`config.mk`:
```
export PLATFORM = sky130hd
export DESIGN_NAME = axi_read_responder_flat
export DESIGN_NICKNAME = d
export VERILOG_FILES = /design/src/rtl/axi_read_responder_pkg.sv /design/src/rtl/axi_read_responder_if.sv /design/src/rtl/axi_read_responder_ar_fifo.sv /design/src/rtl/axi_read_responder.sv /design/src/flat_wrapper.sv
export SDC_FILE = /design/constraint.sdc
export NUM_CORES = 1
export LEC_CHECK = 0
export CAP_MARGIN = 5
export CORE_ASPECT_RATIO = 0.7
export CORE_MARGIN = 2
export CORE_UTILIZATION = 57
export CTS_CLUSTER_DIAMETER = 200
export CTS_CLUSTER_SIZE = 30
export DETAILED_ROUTE_END_ITERATION = 6
export PLACE_DENSITY_LB_ADDON = 0.3
export SYNTH_ARGS = -nofsm -noshare
export SYNTH_HDL_FRONTEND = slang
export SYNTH_SLANG_ARGS = --single-unit
```
`constraint.sdc`:
```
create_clock -name clk -period 3.2 [get_ports clk]
set_input_delay 0.48 -clock clk [delete_from_list [all_inputs] [get_ports clk]]
set_output_delay 0.48 -clock clk [all_outputs]
set_load 0.01 [all_outputs]
```
`src/rtl/axi_read_responder_pkg.sv`:
```
// Shared constants, FSM state type and request-width helpers for the AXI read responder.
package axi_read_responder_pkg;

    localparam logic [1:0] RESP_OKAY   = 2'b00;
    localparam logic [1:0] RESP_SLVERR = 2'b10;

    localparam int AR_LEN_WIDTH = 8;

    typedef enum logic {
        IDLE  = 1'b0,
        BURST = 1'b1
    } state_e;

    // Packed AR request layout in the queue is {id, len, addr}.
    function automatic int ar_req_width(input int addr_width, input int id_width);
        return addr_width + AR_LEN_WIDTH + id_width;
    endfunction

endpackage

```
`src/rtl/axi_read_responder_if.sv`:
```
// AR/R channel bundle for the AXI read responder; master drives requests, slave returns data.
interface axi_read_responder_if #(
    parameter int C_ADDR_WIDTH = 32,
    parameter int C_DATA_WIDTH = 32,
    parameter int C_ID_WIDTH   = 1
);
    logic                    s_axi_arvalid;
    logic                    s_axi_arready;
    logic [C_ADDR_WIDTH-1:0] s_axi_araddr;
    logic [7:0]              s_axi_arlen;
    logic [C_ID_WIDTH-1:0]   s_axi_arid;
    logic                    s_axi_rvalid;
    logic                    s_axi_rready;
    logic [C_DATA_WIDTH-1:0] s_axi_rdata;
    logic [1:0]              s_axi_rresp;
    logic                    s_axi_rlast;
    logic [C_ID_WIDTH-1:0]   s_axi_rid;

    modport master (
        output s_axi_arvalid, s_axi_araddr, s_axi_arlen, s_axi_arid, s_axi_rready,
        input  s_axi_arready, s_axi_rvalid, s_axi_rdata, s_axi_rresp, s_axi_rlast, s_axi_rid
    );

    modport slave (
        input  s_axi_arvalid, s_axi_araddr, s_axi_arlen, s_axi_arid, s_axi_rready,
        output s_axi_arready, s_axi_rvalid, s_axi_rdata, s_axi_rresp, s_axi_rlast, s_axi_rid
    );

endinterface

```
`src/rtl/axi_read_responder_ar_fifo.sv`:
```
// Synchronous in-order queue of accepted AR requests with full/empty flags.
module axi_read_responder_ar_fifo #(
    parameter int WIDTH = 41,
    parameter int DEPTH = 4
) (
    input  logic             clk,
    input  logic             rst_n,
    input  logic             push,
    input  logic [WIDTH-1:0] push_data,
    input  logic             pop,
    output logic [WIDTH-1:0] pop_data,
    output logic             full,
    output logic             empty
);

    localparam int IDX_W = (DEPTH > 1) ? $clog2(DEPTH) : 1;
    localparam int CNT_W = $clog2(DEPTH + 1);

    logic [WIDTH-1:0] mem [DEPTH];
    logic [IDX_W-1:0] wr_ptr;
    logic [IDX_W-1:0] rd_ptr;
    logic [CNT_W-1:0] count;
    logic             do_push;
    logic             do_pop;

    assign do_push  = push & ~full;
    assign do_pop   = pop & ~empty;
    assign full     = (count == CNT_W'(DEPTH));
    assign empty    = (count == '0);
    assign pop_data = mem[rd_ptr];

    function automatic logic [IDX_W-1:0] next_idx(input logic [IDX_W-1:0] idx);
        return (idx == IDX_W'(DEPTH - 1)) ? '0 : idx + IDX_W'(1);
    endfunction

    // NOTE: the storage array is deliberately not reset; count gates every read,
    // so stale entries are never observed and the array maps onto plain RAM/flops.
    always_ff @(posedge clk) begin
        if (do_push) begin
            mem[wr_ptr] <= push_data;
        end
    end

    // NOTE: sequential state uses non-blocking assignments so every register
    // samples pre-edge values regardless of statement order.
    always_ff @(posedge clk or negedge rst_n) begin
        if (!rst_n) begin
            wr_ptr <= '0;
            rd_ptr <= '0;
            count  <= '0;
        end else begin
            if (do_push) wr_ptr <= next_idx(wr_ptr);
            if (do_pop)  rd_ptr <= next_idx(rd_ptr);
            if (do_push && !do_pop)      count <= count + CNT_W'(1);
            else if (!do_push && do_pop) count <= count - CNT_W'(1);
        end
    end

endmodule

```
`src/rtl/axi_read_responder.sv`:
```
// AXI INCR read responder returning each beat's address as data, bursts served in order.
// Optional feature: define AXI_READ_RESPONDER_ERR_EN to flag bursts starting at or above C_MEM_BYTES with SLVERR.
module axi_read_responder
    import axi_read_responder_pkg::*;
#(
    parameter int C_ADDR_WIDTH      = 32,
    parameter int C_DATA_WIDTH      = 32,
    parameter int C_ID_WIDTH        = 1,
    parameter int C_MAX_OUTSTANDING = 4,
    parameter int C_MEM_BYTES       = 65536
) (
    input  logic                                   clk,
    input  logic                                   rst_n,
    axi_read_responder_if.slave                    s_axi,
    output logic [$clog2(C_MAX_OUTSTANDING+1)-1:0] outstanding,
    output logic                                   idle
);

    localparam int OUT_W      = $clog2(C_MAX_OUTSTANDING + 1);
    localparam int REQ_W      = ar_req_width(C_ADDR_WIDTH, C_ID_WIDTH);
    localparam int BEAT_BYTES = C_DATA_WIDTH / 8;
    localparam int EXT_W      = (C_ADDR_WIDTH > C_DATA_WIDTH) ? C_ADDR_WIDTH : C_DATA_WIDTH;

    state_e                  state_q, state_d;
    logic                    pop;
    logic                    advance;
    logic                    fifo_full;
    logic                    fifo_empty;
    logic [REQ_W-1:0]        head;
    logic [C_ADDR_WIDTH-1:0] head_addr;
    logic [7:0]              head_len;
    logic [C_ID_WIDTH-1:0]   head_id;

    logic [C_ADDR_WIDTH-1:0] cur_addr_q;
    logic [7:0]              beat_cnt_q;
    logic [C_ID_WIDTH-1:0]   cur_id_q;
    logic [OUT_W-1:0]        outstanding_q, outstanding_d;
    logic                    arready_q;
    logic                    rvalid;
    logic                    rlast;
    logic                    ar_hs;
    logic                    last_hs;
    logic [EXT_W-1:0]        addr_ext;

    assign ar_hs   = s_axi.s_axi_arvalid & arready_q;
    assign rvalid  = (state_q == BURST);
    assign rlast   = rvalid & (beat_cnt_q == '0);
    assign last_hs = rvalid & s_axi.s_axi_rready & rlast;

    axi_read_responder_ar_fifo #(
        .WIDTH (REQ_W),
        .DEPTH (C_MAX_OUTSTANDING)
    ) u_ar_fifo (
        .clk       (clk),
        .rst_n     (rst_n),
        .push      (ar_hs),
        .push_data ({s_axi.s_axi_arid, s_axi.s_axi_arlen, s_axi.s_axi_araddr}),
        .pop       (pop),
        .pop_data  (head),
        .full      (fifo_full),
        .empty     (fifo_empty)
    );

    assign {head_id, head_len, head_addr} = head;

    // NOTE: every signal driven here gets a default first, so no path can
    // leave it unassigned and infer a latch.
    always_comb begin
        state_d = state_q;
        pop     = 1'b0;
        advance = 1'b0;
        unique case (state_q)
            IDLE: begin
                if (!fifo_empty) begin
                    pop     = 1'b1;
                    state_d = BURST;
                end
            end
            BURST: begin
                if (s_axi.s_axi_rready) begin
                    if (beat_cnt_q == '0) begin
                        // Back-to-back bursts reload on the last beat without a bubble.
                        if (!fifo_empty) pop = 1'b1;
                        else             state_d = IDLE;
                    end else begin
                        advance = 1'b1;
                    end
                end
            end
            default: state_d = IDLE;
        endcase
    end

    always_ff @(posedge clk or negedge rst_n) begin
        if (!rst_n) begin
            state_q <= IDLE;
        end else begin
            state_q <= state_d;
        end
    end

    always_ff @(posedge clk or negedge rst_n) begin
        if (!rst_n) begin
            cur_addr_q <= '0;
            beat_cnt_q <= '0;
            cur_id_q   <= '0;
        end else if (pop) begin
            cur_addr_q <= head_addr;
            beat_cnt_q <= head_len;
            cur_id_q   <= head_id;
        end else if (advance) begin
            cur_addr_q <= cur_addr_q + C_ADDR_WIDTH'(BEAT_BYTES);
            beat_cnt_q <= beat_cnt_q - 8'd1;
        end
    end

`ifdef AXI_READ_RESPONDER_ERR_EN
    logic err_q;

    always_ff @(posedge clk or negedge rst_n) begin
        if (!rst_n) begin
            err_q <= 1'b0;
        end else if (pop) begin
            err_q <= (64'(head_addr) >= 64'(C_MEM_BYTES));
        end
    end

    assign s_axi.s_axi_rresp = err_q ? RESP_SLVERR : RESP_OKAY;
`else
    assign s_axi.s_axi_rresp = RESP_OKAY;
`endif

    // The burst in flight counts as outstanding until its last beat is taken.
    always_comb begin
        outstanding_d = outstanding_q;
        if (ar_hs && !last_hs)      outstanding_d = outstanding_q + OUT_W'(1);
        else if (!ar_hs && last_hs) outstanding_d = outstanding_q - OUT_W'(1);
    end

    always_ff @(posedge clk or negedge rst_n) begin
        if (!rst_n) begin
            outstanding_q <= '0;
            arready_q     <= 1'b0;
        end else begin
            outstanding_q <= outstanding_d;
            arready_q     <= (outstanding_d < OUT_W'(C_MAX_OUTSTANDING));
        end
    end

    assign addr_ext = EXT_W'(cur_addr_q);

    assign s_axi.s_axi_arready = arready_q;
    assign s_axi.s_axi_rvalid  = rvalid;
    assign s_axi.s_axi_rlast   = rlast;
    assign s_axi.s_axi_rdata   = addr_ext[C_DATA_WIDTH-1:0];
    assign s_axi.s_axi_rid     = cur_id_q;
    assign outstanding         = outstanding_q;
    assign idle                = (outstanding_q == '0);

endmodule

```
`src/flat_wrapper.sv`:
```
// flat-port wrapper written by rule: the top's interface ports become plain ports
module axi_read_responder_flat import axi_read_responder_pkg::*;
#(
    parameter int C_ADDR_WIDTH      = 32,
    parameter int C_DATA_WIDTH      = 32,
    parameter int C_ID_WIDTH        = 1,
    parameter int C_MAX_OUTSTANDING = 4,
    parameter int C_MEM_BYTES       = 65536
)
  (clk, rst_n, outstanding, idle, s_axi_s_axi_arvalid, s_axi_s_axi_araddr, s_axi_s_axi_arlen, s_axi_s_axi_arid, s_axi_s_axi_rready, s_axi_s_axi_arready, s_axi_s_axi_rvalid, s_axi_s_axi_rdata, s_axi_s_axi_rresp, s_axi_s_axi_rlast, s_axi_s_axi_rid);
  axi_read_responder_if #(.C_ADDR_WIDTH(C_ADDR_WIDTH), .C_DATA_WIDTH(C_DATA_WIDTH), .C_ID_WIDTH(C_ID_WIDTH)) s_axi_i ();
  input  logic clk;
  input  logic rst_n;
  output logic [$clog2(C_MAX_OUTSTANDING+1)-1:0] outstanding;
  output logic idle;
  input wire logic [$bits(s_axi_i.s_axi_arvalid)-1:0] s_axi_s_axi_arvalid;
  input wire logic [$bits(s_axi_i.s_axi_araddr)-1:0] s_axi_s_axi_araddr;
  input wire logic [$bits(s_axi_i.s_axi_arlen)-1:0] s_axi_s_axi_arlen;
  input wire logic [$bits(s_axi_i.s_axi_arid)-1:0] s_axi_s_axi_arid;
  input wire logic [$bits(s_axi_i.s_axi_rready)-1:0] s_axi_s_axi_rready;
  output wire logic [$bits(s_axi_i.s_axi_arready)-1:0] s_axi_s_axi_arready;
  output wire logic [$bits(s_axi_i.s_axi_rvalid)-1:0] s_axi_s_axi_rvalid;
  output wire logic [$bits(s_axi_i.s_axi_rdata)-1:0] s_axi_s_axi_rdata;
  output wire logic [$bits(s_axi_i.s_axi_rresp)-1:0] s_axi_s_axi_rresp;
  output wire logic [$bits(s_axi_i.s_axi_rlast)-1:0] s_axi_s_axi_rlast;
  output wire logic [$bits(s_axi_i.s_axi_rid)-1:0] s_axi_s_axi_rid;
  assign s_axi_i.s_axi_arvalid = s_axi_s_axi_arvalid;
  assign s_axi_i.s_axi_araddr = s_axi_s_axi_araddr;
  assign s_axi_i.s_axi_arlen = s_axi_s_axi_arlen;
  assign s_axi_i.s_axi_arid = s_axi_s_axi_arid;
  assign s_axi_i.s_axi_rready = s_axi_s_axi_rready;
  assign s_axi_s_axi_arready = s_axi_i.s_axi_arready;
  assign s_axi_s_axi_rvalid = s_axi_i.s_axi_rvalid;
  assign s_axi_s_axi_rdata = s_axi_i.s_axi_rdata;
  assign s_axi_s_axi_rresp = s_axi_i.s_axi_rresp;
  assign s_axi_s_axi_rlast = s_axi_i.s_axi_rlast;
  assign s_axi_s_axi_rid = s_axi_i.s_axi_rid;
  axi_read_responder #(.C_ADDR_WIDTH(C_ADDR_WIDTH), .C_DATA_WIDTH(C_DATA_WIDTH), .C_ID_WIDTH(C_ID_WIDTH), .C_MAX_OUTSTANDING(C_MAX_OUTSTANDING), .C_MEM_BYTES(C_MEM_BYTES)) u_core (.clk(clk), .rst_n(rst_n), .s_axi(s_axi_i), .outstanding(outstanding), .idle(idle));
endmodule
```
; ---- Yosys cells after proc, flatten, opt, wreduce, memory -nomap -nowiden
; Memories as Yosys holds them, arrays and structs flattened.
; Index checks and enable logic that the tools add are counted.
[totals]
memories = 1
word_cells = 66
mem_bits_rw = 164
reg_bits = 53
[mem_list]
columns = name, depth, word_bits, rd, rd_ports_with_merged_regs, wr, line
row1 = u_core.u_ar_fifo.mem, 4, 41, 1, 0, 1, axi_read_responder_ar_fifo.sv:19  ; logic [WIDTH-1:0] mem [DEPTH];
[classes]
n_lt_le_gt_ge = 1
addsub = 8
mux = 22
n_bitwise = 9
eq_ne = 3
reduce_logical = 13
[op_table]
columns = cell, n
row1 = $mux W32, 2
row2 = $add A32 B3 Y32 const B, 1
row3 = $mux W8, 2
row4 = $mux W3, 4
row5 = $mux W1, 10
row6 = $logic_not A8 Y1, 1
row7 = $sub A8 B1 Y8 const B, 1
row8 = $add A3 B1 Y3 const B, 2
row9 = $and A1 B1 Y1, 6
row10 = $logic_not A3 Y1, 2
row11 = $sub A3 B1 Y3 const B, 2
row12 = $add A2 B1 Y2 const B, 2
row13 = $eq A2 B2 Y1 const B, 2
row14 = $logic_and A1 B1 Y1, 4
row15 = $logic_not A1 Y1, 4
row16 = $mux W2, 2
row17 = $pmux W1 S2, 2
row18 = $reduce_bool A2 Y1, 2
row19 = $eq A3 B3 Y1 const B, 1
row20 = $lt A3 B3 Y1 const B, 1
row21 = $not A1 Y1, 3

; ---- Longest topological paths before layout
; Gate-level depths: netlist of the first run.
[depth]
ltp_word = 9
ltp_mapped = 14
mapped_depth_nobuf = 12

; ---- Modules after synthesis
; A second synthesis of the first run with hierarchy kept.
[unflattened]
cells_unflattened = 569
area_unflattened_um2 = 9173.8
[modules_own_cells]
columns = mod, cells_per_inst, area_per_inst_um2, n_inst
row1 = axi_read_responder_ar_fifo, 252, 6384.9, 1
row2 = axi_read_responder, 317, 2788.9, 1

; ---- Worst setup path before layout of the first run
; Ideal clock, no wire load.
[synth_timing]
kind = flip-flop to flip-flop
from = register u_core.beat_cnt_q[0]
to = register u_core.u_ar_fifo.count[1]
path_buffers = 2
synth_period_minus_slack_ps = 2766
path_slack_ps = 434
arrival_time_ps = 2641
setup_time_ps = 125
path_stages_with_launch = 13
cell_sequence = dfrtp_1 > inv_1 > ha_1 > nor3b_2 > a31o_1 > and2_1 > buf_6 > inv_4 > buf_6 > ha_1 > inv_1 > fa_1 > mux2_2
[synth_via]
elab_chain_cells = 8
word_cells_on_any_way = 10
classes_between = mux (4) / bitwise (1) / reduce/logical (5)
[synth_lines]
columns = item, line
row1 = "start, declared", axi_read_responder.sv:35  ; logic [7:0] beat_cnt_q;
row2 = "start signal, assigned", axi_read_responder.sv:109  ; beat_cnt_q <= head_len;
row3 = "start signal, assigned", axi_read_responder.sv:113  ; beat_cnt_q <= beat_cnt_q - 8'd1;
row4 = $logic_not A8 Y1 *, axi_read_responder.sv:81  ; if (beat_cnt_q == '0) begin
row5 = $mux W1 *, axi_read_responder.sv:81
row6 = $mux W1 *, axi_read_responder.sv:80  ; if (s_axi.s_axi_rready) begin
row7 = $pmux W1 S2 *, axi_read_responder.sv:72  ; unique case (state_q)
row8 = $and A1 B1 Y1 *, axi_read_responder_ar_fifo.sv:27  ; assign do_pop = pop & ~empty;
row9 = $logic_not A1 Y1, axi_read_responder_ar_fifo.sv:54  ; if (do_push && !do_pop) count <= count + CNT_W'(1);
row10 = $logic_and A1 B1 Y1, axi_read_responder_ar_fifo.sv:54
row11 = $mux W3 or $reduce_bool A2 Y1 (tied branches), -
row12 = "end signal, assigned", axi_read_responder_ar_fifo.sv:54
row13 = "end signal, assigned", axi_read_responder_ar_fifo.sv:55  ; else if (!do_push && do_pop) count <= count - CNT_W'(1);
row14 = "end, declared", axi_read_responder_ar_fifo.sv:22  ; logic [CNT_W-1:0] count;
; Every way passes the cells marked *; elsewhere a longest branch is shown, timed or not.
; A chain may end at the register's enable or synchronous reset.

; ---- Worst setup path after layout of the first run
[layout_timing]
from = register u_core.beat_cnt_q[0]
to = output port s_axi_s_axi_rlast
[layout_via]
elab_chain_cells = 2
[layout_lines]
columns = item, line
row1 = $logic_not A8 Y1, axi_read_responder.sv:47  ; assign rlast = rvalid & (beat_cnt_q == '0);
row2 = $and A1 B1 Y1, axi_read_responder.sv:47
row3 = "end, declared", flat_wrapper.sv:25  ; output wire logic [$bits(s_axi_i.s_axi_rlast)-1:0] s_axi_s_axi_rlast;
; No other way between the ends.

==> summary.md, run 1 <==
| Metric | Value |
|---|---|
| Tcrit/Tclk final | `93.9%` |
| Critical Path Start | `u_core.beat_cnt_q[0]$_DFFE_PN0P_` |
| FF-to-FF path depth | `10` |
| End point of the critical path | `s_axi_s_axi_rlast` |
| Maximum clock insertion buffer count | `3` |
| Mapped Cells | `541` |
| Die Area | `16800 um2` |
| Simple-Gate Fraction of Synth Area | `8.07%` |
| Routed WL | `17600 um` |
| CP Data Arrival Time | `2520 ps` |
| HPWL after DPL | `11600 um` |
| Max-Cap Viols | `0` |
| Synthesis-stage register bit count | `217` |
| Worst IR drop on VDD | `0.000480 V` |
| Clk Latency, worst-skew pair | `470 ps` |
| Finish-stage setup viols | `0` |
| Worst-path fanout max | `8` |
| Placed instance count | `817` |
| Hold violation total from the final report | `0` |
| Req. time, crit path | `2720 ps` |
| CTS root buf | `clkbuf_16` |
| Unrepaired setup endpoints after global routing | `false` |
| First-pass GRT wire length | `27700 um` |
| Main synth FF type | `edfxtp_1` |
| P_leak | `3.56 nW` |
| Power Dens Cells | `813 nW/um2` |
| Fillers | `1030` |
| Largest family of logic cells by synthesized area | `multiplexers` |
| Routability cong. | `0.802` |
| Most frequent cells in the layout | `edfxtp_1, clkdlybuf4s50_1, nand2_1` |
| Port bufs | `84` |
| Hold WC Path Type | `primary input to async pin` |
| Post-route ant nets | `0` |
| EDFF count, synth | `164` |
| H-tree depth | `1` |
| Post-synth top area cell | `edfxtp_1` |
| Fraction of registers with async set/reset | `24.4%` |
| Vias | `5039` |
| Die Y | `109 um` |
| Fmax | `333 MHz` |
| Post-synthesis cell type count | `55` |
| Slew Limit Fails | `0` |
| IO Pins | `87` |
| Worst-Margin Slew | `1010 ps` |
| Final Skew | `33.6 ps` |
| Nets | `691` |
| Worst r2r src | `u_core.beat_cnt_q[0]$_DFFE_PN0P_` |
| Congestion Overflow GR | `0` |
| R2R setup slack | `340 ps` |
| Layout Cells excl Fill | `835` |
| Routed length per instance | `21.1 um` |
| Top cells by area, synth | `edfxtp_1, dfrtp_1, mux4_2` |
| Result of the run | `complete, no violations` |
| N_diodes | `0` |
| Setup tns final | `0 ps` |
| Tmin final | `3000 ps` |
| Post-CTS Setup Inserts | `0` |
| Post-synthesis mux area share | `10.9%` |
| Post-synthesis xor/xnor area fraction | `3.12%` |
| Vias per inst | `6.03` |
| Placed Area | `10100 um2` |
| CTS Buf Count | `11` |
| Max-Slew Margin vs Limit | `31.6%` |
| Vias in the first global route | `5110` |
| Initial core utilization | `58.1%` |
| Crit. End Element | `primary output` |
| Minimum hold slack | `434 ps` |
| Core area | `15500 um2` |
| CTS tree | `built` |
| DR iter-0 viols | `422` |
| Sink Count | `217` |
| Post-route cell area | `10400 um2` |
| Startpoint types | `flop` |
| Area Growth Syn to Fin | `16.0%` |
| Post-synthesis sequential area ratio | `69.7%` |
| Total GRT Usage | `21.9%` |
| Mean Syn Cell Area | `16.6 um2` |
| Adder-cell share of the synthesized area | `2.18%` |
| Commonest non-fill, non-tap cell in the layout | `edfxtp_1` |
| YS warnings | `0` |
| Setup CP Type | `flop to primary output` |
| Yosys top cell area share | `54.9%` |
| Drt drc | `0` |
| R2r endpoint | `u_core.u_ar_fifo.count[1]$_DFFE_PN0P_` |
| Layout cells sized above 1 | `13.7%` |
| Largest net degree at the start of global routing | `62` |
| Compound-Gate Fraction of Synth Area | `3.97%` |
| Rows | `38` |
| Drt pass-1 iters | `5` |
| Die Width | `154 um` |
| Initial antenna violation count | `0` |
| CTS clk-pin slew, worst paths | `120 ps` |
| Post-synthesis cell area | `8970 um2` |
## worst max-delay path, cell delays in order (launching register included)
cell and delay, ps:
dfrtp_1 430, inv_1 100, ha_1 150, nor3b_4 470
nand2_1 150, nor2_1 170, clkdlybuf4s50_1 560
## worst min path at each step
stage,start,endpoint,slack [ps],depth (start not counted)
3_5_place_dp,rst_n,u_core.s_axi.s_axi_rdata[27]$_DFFE_PN0P_,420,1
2_1_floorplan,rst_n,u_core.beat_cnt_q[0]$_DFFE_PN0P_,180,0
5_1_grt,rst_n,u_core.s_axi.s_axi_rdata[2]$_DFFE_PN0P_,450,2
4_1_cts,rst_n,u_core.s_axi.s_axi_rdata[28]$_DFFE_PN0P_,450,2
6_report,rst_n,u_core.s_axi.s_axi_rdata[2]$_DFFE_PN0P_,430,2
3_3_place_gp,rst_n,u_core.s_axi.s_axi_rdata[29]$_DFFE_PN0P_,410,1
## metrics by stage
step / setup slack, ps / utilization (%) / power (mW)
after floorplan: 434 / - / 5.85
after global placement: 434 / 65.2 / 6.91
after detailed placement: 243 / 65.2 / 7.02
after CTS: 88.8 / 67.3 / 8.53
after global routing: 49.8 / 67.4 / 8.92
final: 197 / 67.4 / 8.47
## layout make-up
type                    instances  area, um2  share of cell area (%)
flip-flops and latches        217       6250                    60.1
multi-input cells             287       2550                    24.5
repair buffers                 98        968                    9.30
clock buffers                  16        294                    2.82
well taps                     200        250                    2.40
inverters                      16       62.6                   0.601
clock inverters                 1       30.0                   0.288
## metal layers
layer	part of all wire [%]	up-vias	global-route usage (%)
li1	-	2229	-
met1	43	2591	32.1
met2	48	201	36.0
met3	7.2	18	3.22
met4	1.4	0	4.47
met5	0	-	0
## repair_timing
item	CTS	global route
hold endpoints to repair	14	0
hold buffers	1	0
resized for setup	0	1
setup endpoints to repair	0	1
## flip-flops by register name, indices dropped and copies added, names as in the netlist
register / cells
u_core.u_ar_fifo.mem: 164
u_core.s_axi.s_axi_rdata: 32
u_core.beat_cnt_q: 8
u_core.outstanding: 3
u_core.u_ar_fifo.count: 3
u_core.u_ar_fifo.rd_ptr: 2
u_core.u_ar_fifo.wr_ptr: 2
u_core.s_axi.s_axi_arready: 1
u_core.s_axi.s_axi_rid: 1
u_core.s_axi.s_axi_rvalid: 1
## kinds of logic (layout without fill, tap and decap cells)
kind of cell	after synthesis	after routing
mux	45	45
buf+inv	38	131
other cells	1	2
compound gates	52	52
simple gates	141	141
xor+xnor	32	32
fa+ha+maj	15	15
flops	217	217
## power breakdown
part / leakage, nW / internal, mW / switching [mW]
Combinational: 1.27 / 1.40 / 1.22
Clock: 0.153 / 0.667 / 0.853
Sequential: 2.13 / 3.71 / 0.616
Total: 3.56 / 5.78 / 2.69
## Yosys cell counts (4+ instances only)
library cell / number
xnor2_1: 16
mux4_2: 41
dfrtp_1: 53
o21ai_0: 27
a21oi_1: 6
nand4_1: 8
nor3_1: 7
edfxtp_1: 164
clkbuf_1: 6
xor2_1: 16
and2_1: 6
nand2_1: 66
o211ai_1: 4
inv_1: 15
nor2_1: 13
buf_2: 8
nand3_1: 18
ha_1: 14
(Power assumes the default switching activity.)
==> run 2, diff against run 1 <==
--- a/config.mk
+++ b/config.mk
@@ -8,9 +8,9 @@
 export CAP_MARGIN = 5
 export CORE_ASPECT_RATIO = 0.7
 export CORE_MARGIN = 2
-export CORE_UTILIZATION = 57
+export CORE_UTILIZATION = 45
 export CTS_CLUSTER_DIAMETER = 200
-export CTS_CLUSTER_SIZE = 30
+export CTS_CLUSTER_SIZE = 10
 export DETAILED_ROUTE_END_ITERATION = 6
 export PLACE_DENSITY_LB_ADDON = 0.3
 export SYNTH_ARGS = -nofsm -noshare
==> summary.md, run 2 (same netlist as run 1, synthesis figures left out) <==
| Metric | Value |
|---|---|
| Worst-path fanout max | `6` |
| Unrepaired setup endpoints after global routing | `false` |
| Startpoint types | `flop` |
| Core area | `19700 um2` |
| Vias per inst | `5.36` |
| Die Area | `21100 um2` |
| Minimum hold slack | `52.8 ps` |
| Final Core Density | `55.3%` |
| Max-Cap Viols | `0` |
| Routed WL | `18200 um` |
| Wl on met1 | `8320 um` |
| H-tree depth | `1` |
| Die Width | `173 um` |
| Final WS setup | `195 ps` |
| Congestion Overflow GR | `0` |
| Tcrit/Tclk final | `93.9%` |
| CTS clk-pin slew, worst paths | `60 ps` |
| R2R setup slack | `620 ps` |
| Max-Slew Margin vs Limit | `45.1%` |
| Power Dens Cells | `868 nW/um2` |
| Fillers | `1588` |
| Largest net degree at the start of global routing | `62` |
| Worst-Margin Slew | `824 ps` |
| Initial core utilization | `45.6%` |
| CTS tree | `built` |
| Max reg flops | `164` |
| Tmin final | `3000 ps` |
| Clk Latency, worst-skew pair | `510 ps` |
| Commonest non-fill, non-tap cell in the layout | `edfxtp_1` |
| Fmax | `333 MHz` |
| Routed wl met2 | `8590 um` |
| Final Skew | `8.13 ps` |
| Routability cong. | `0.816` |
| Finish-stage setup viols | `0` |
| N_diodes | `0` |
| Result of the run | `complete, no violations` |
| DR iter-0 viols | `345` |
| CP Data Arrival Time | `2520 ps` |
| Drt drc | `0` |
| CP max stage delay | `560 ps` |
| Setup CP Type | `flop to primary output` |
| Routed length per instance | `19.5 um` |
| Tot Pwr | `9.46 mW` |
| Post-route ant nets | `0` |
| IO Pins | `87` |
| Initial antenna violation count | `0` |
| HPWL after DPL | `11600 um` |
| Crit-path slowest cell | `clkdlybuf4s50_1` |
| DP Worst Slack | `536 ps` |
| Crit. End Element | `primary output` |
| Hold violation total from the final report | `0` |
| Setup tns final | `0 ps` |
| CTS root buf | `clkbuf_16` |
| Maximum clock insertion buffer count | `3` |
| Worst IR drop on VDD | `0.000391 V` |
| Area Growth Syn to Fin | `21.4%` |
| Met3 Wirelength | `1030 um` |
| Sink Count | `217` |
| Largest Register | `u_core.u_ar_fifo.mem` |
| Drt pass-1 iters | `5` |
| First-pass GRT wire length | `28800 um` |
| Rows | `43` |
| P_leak | `3.75 nW` |
| Vias in the first global route | `5242` |
| Port bufs | `84` |
| Total GRT Usage | `17.8%` |
| Most frequent cells in the layout | `edfxtp_1, clkdlybuf4s50_1, nand2_1` |
| Nets | `705` |
| DR top layer | `met4` |
| CP cell instances | `inv_1, ha_1, nor3b_4, buf_4, nand2_1, nor2_2, clkdlybuf4s50_1` |
| Hold WC Path Type | `primary input to async pin` |
| Vias | `5006` |
| Slew Limit Fails | `0` |
| Layout cells sized above 1 | `15.7%` |
| CTS Buf Count | `25` |
| Die Y | `122 um` |
| Req. time, crit path | `2720 ps` |
[run 2: changes by cell type in the layout (fill, tap and decap cells not counted)]
cell           previous run  this run
nor2_1                   13        12
dlygate4sd3_1             1         0
clkbuf_1                  5        19
clkinv_16                 1         0
nor2_2                    0         1
buf_12                    2         3
inv_6                     0         1
clkinv_2                  0         1
clkbuf_16                11        25
[run 2: final cells by class]
type / instances / area [um2] / area share (%)
Clock buffer: 44 / 697 / 6.40
Clock inverter: 2 / 13.8 / 0.126
Inverter: 16 / 62.6 / 0.574
Multi-Input combinational cell: 287 / 2550 / 23.4
Sequential cell: 217 / 6250 / 57.4
Tap cell: 270 / 338 / 3.10
Timing Repair Buffer: 98 / 978 / 8.98
[run 2: path summary, 6_finish.rpt]
check,cells past startpoint,to,start
min in group clk,2,u_core.s_axi.s_axi_rid$_DFFE_PN0P_,u_core.s_axi.s_axi_rid$_DFFE_PN0P_
worst max-delay path,7,s_axi_s_axi_rlast,u_core.beat_cnt_q[0]$_DFFE_PN0P_
max in group asynchronous,2,u_core.u_ar_fifo.rd_ptr[0]$_DFFE_PN0P_,rst_n
worst min register to register,2,u_core.s_axi.s_axi_rid$_DFFE_PN0P_,u_core.s_axi.s_axi_rid$_DFFE_PN0P_
worst min-delay path,1,u_core.s_axi.s_axi_rdata[4]$_DFFE_PN0P_,rst_n
worst max register to register,8,u_core.u_ar_fifo.count[1]$_DFFE_PN0P_,u_core.beat_cnt_q[3]$_DFFE_PN0P_
[run 2: what timing repair did]
| item | 4_1_cts | 5_1_grt |
|---|---|---|
| resized for setup | 0 | 2 |
| endpoints found under the setup margin | 0 | 1 |
| setup buffers | 0 | 0 |
| hold buffers | 0 | 0 |
[run 2: metrics by stage]
stage                     cells  instance area, um2
after floorplan             542                8980
after global placement      888               10200
after detailed placement    888               10200
after CTS                   934               10900
after global routing        934               10900
final                       934               10900
[run 2: report_power, final]
part	leakage, nW	switching, mW	internal (mW)
sequential	2.13	0.608	3.72
clock	0.339	1.03	1.46
combinational	1.28	1.21	1.43
total	3.75	2.85	6.61
[run 2: worst max-delay path: cells and delay by family, from the launching register on]
kind,cells,cell delay [ps]
adders and majority gates,1,170
buffers and inverters,3,870
DFF,1,410
and+or+nand+nor,3,560
[run 2: layer usage]
layer	global-route usage, %	vias up
met5	0	-
met4	3.28	0
met3	3.87	23
met2	29.0	138
met1	25.1	2570
li1	-	2275
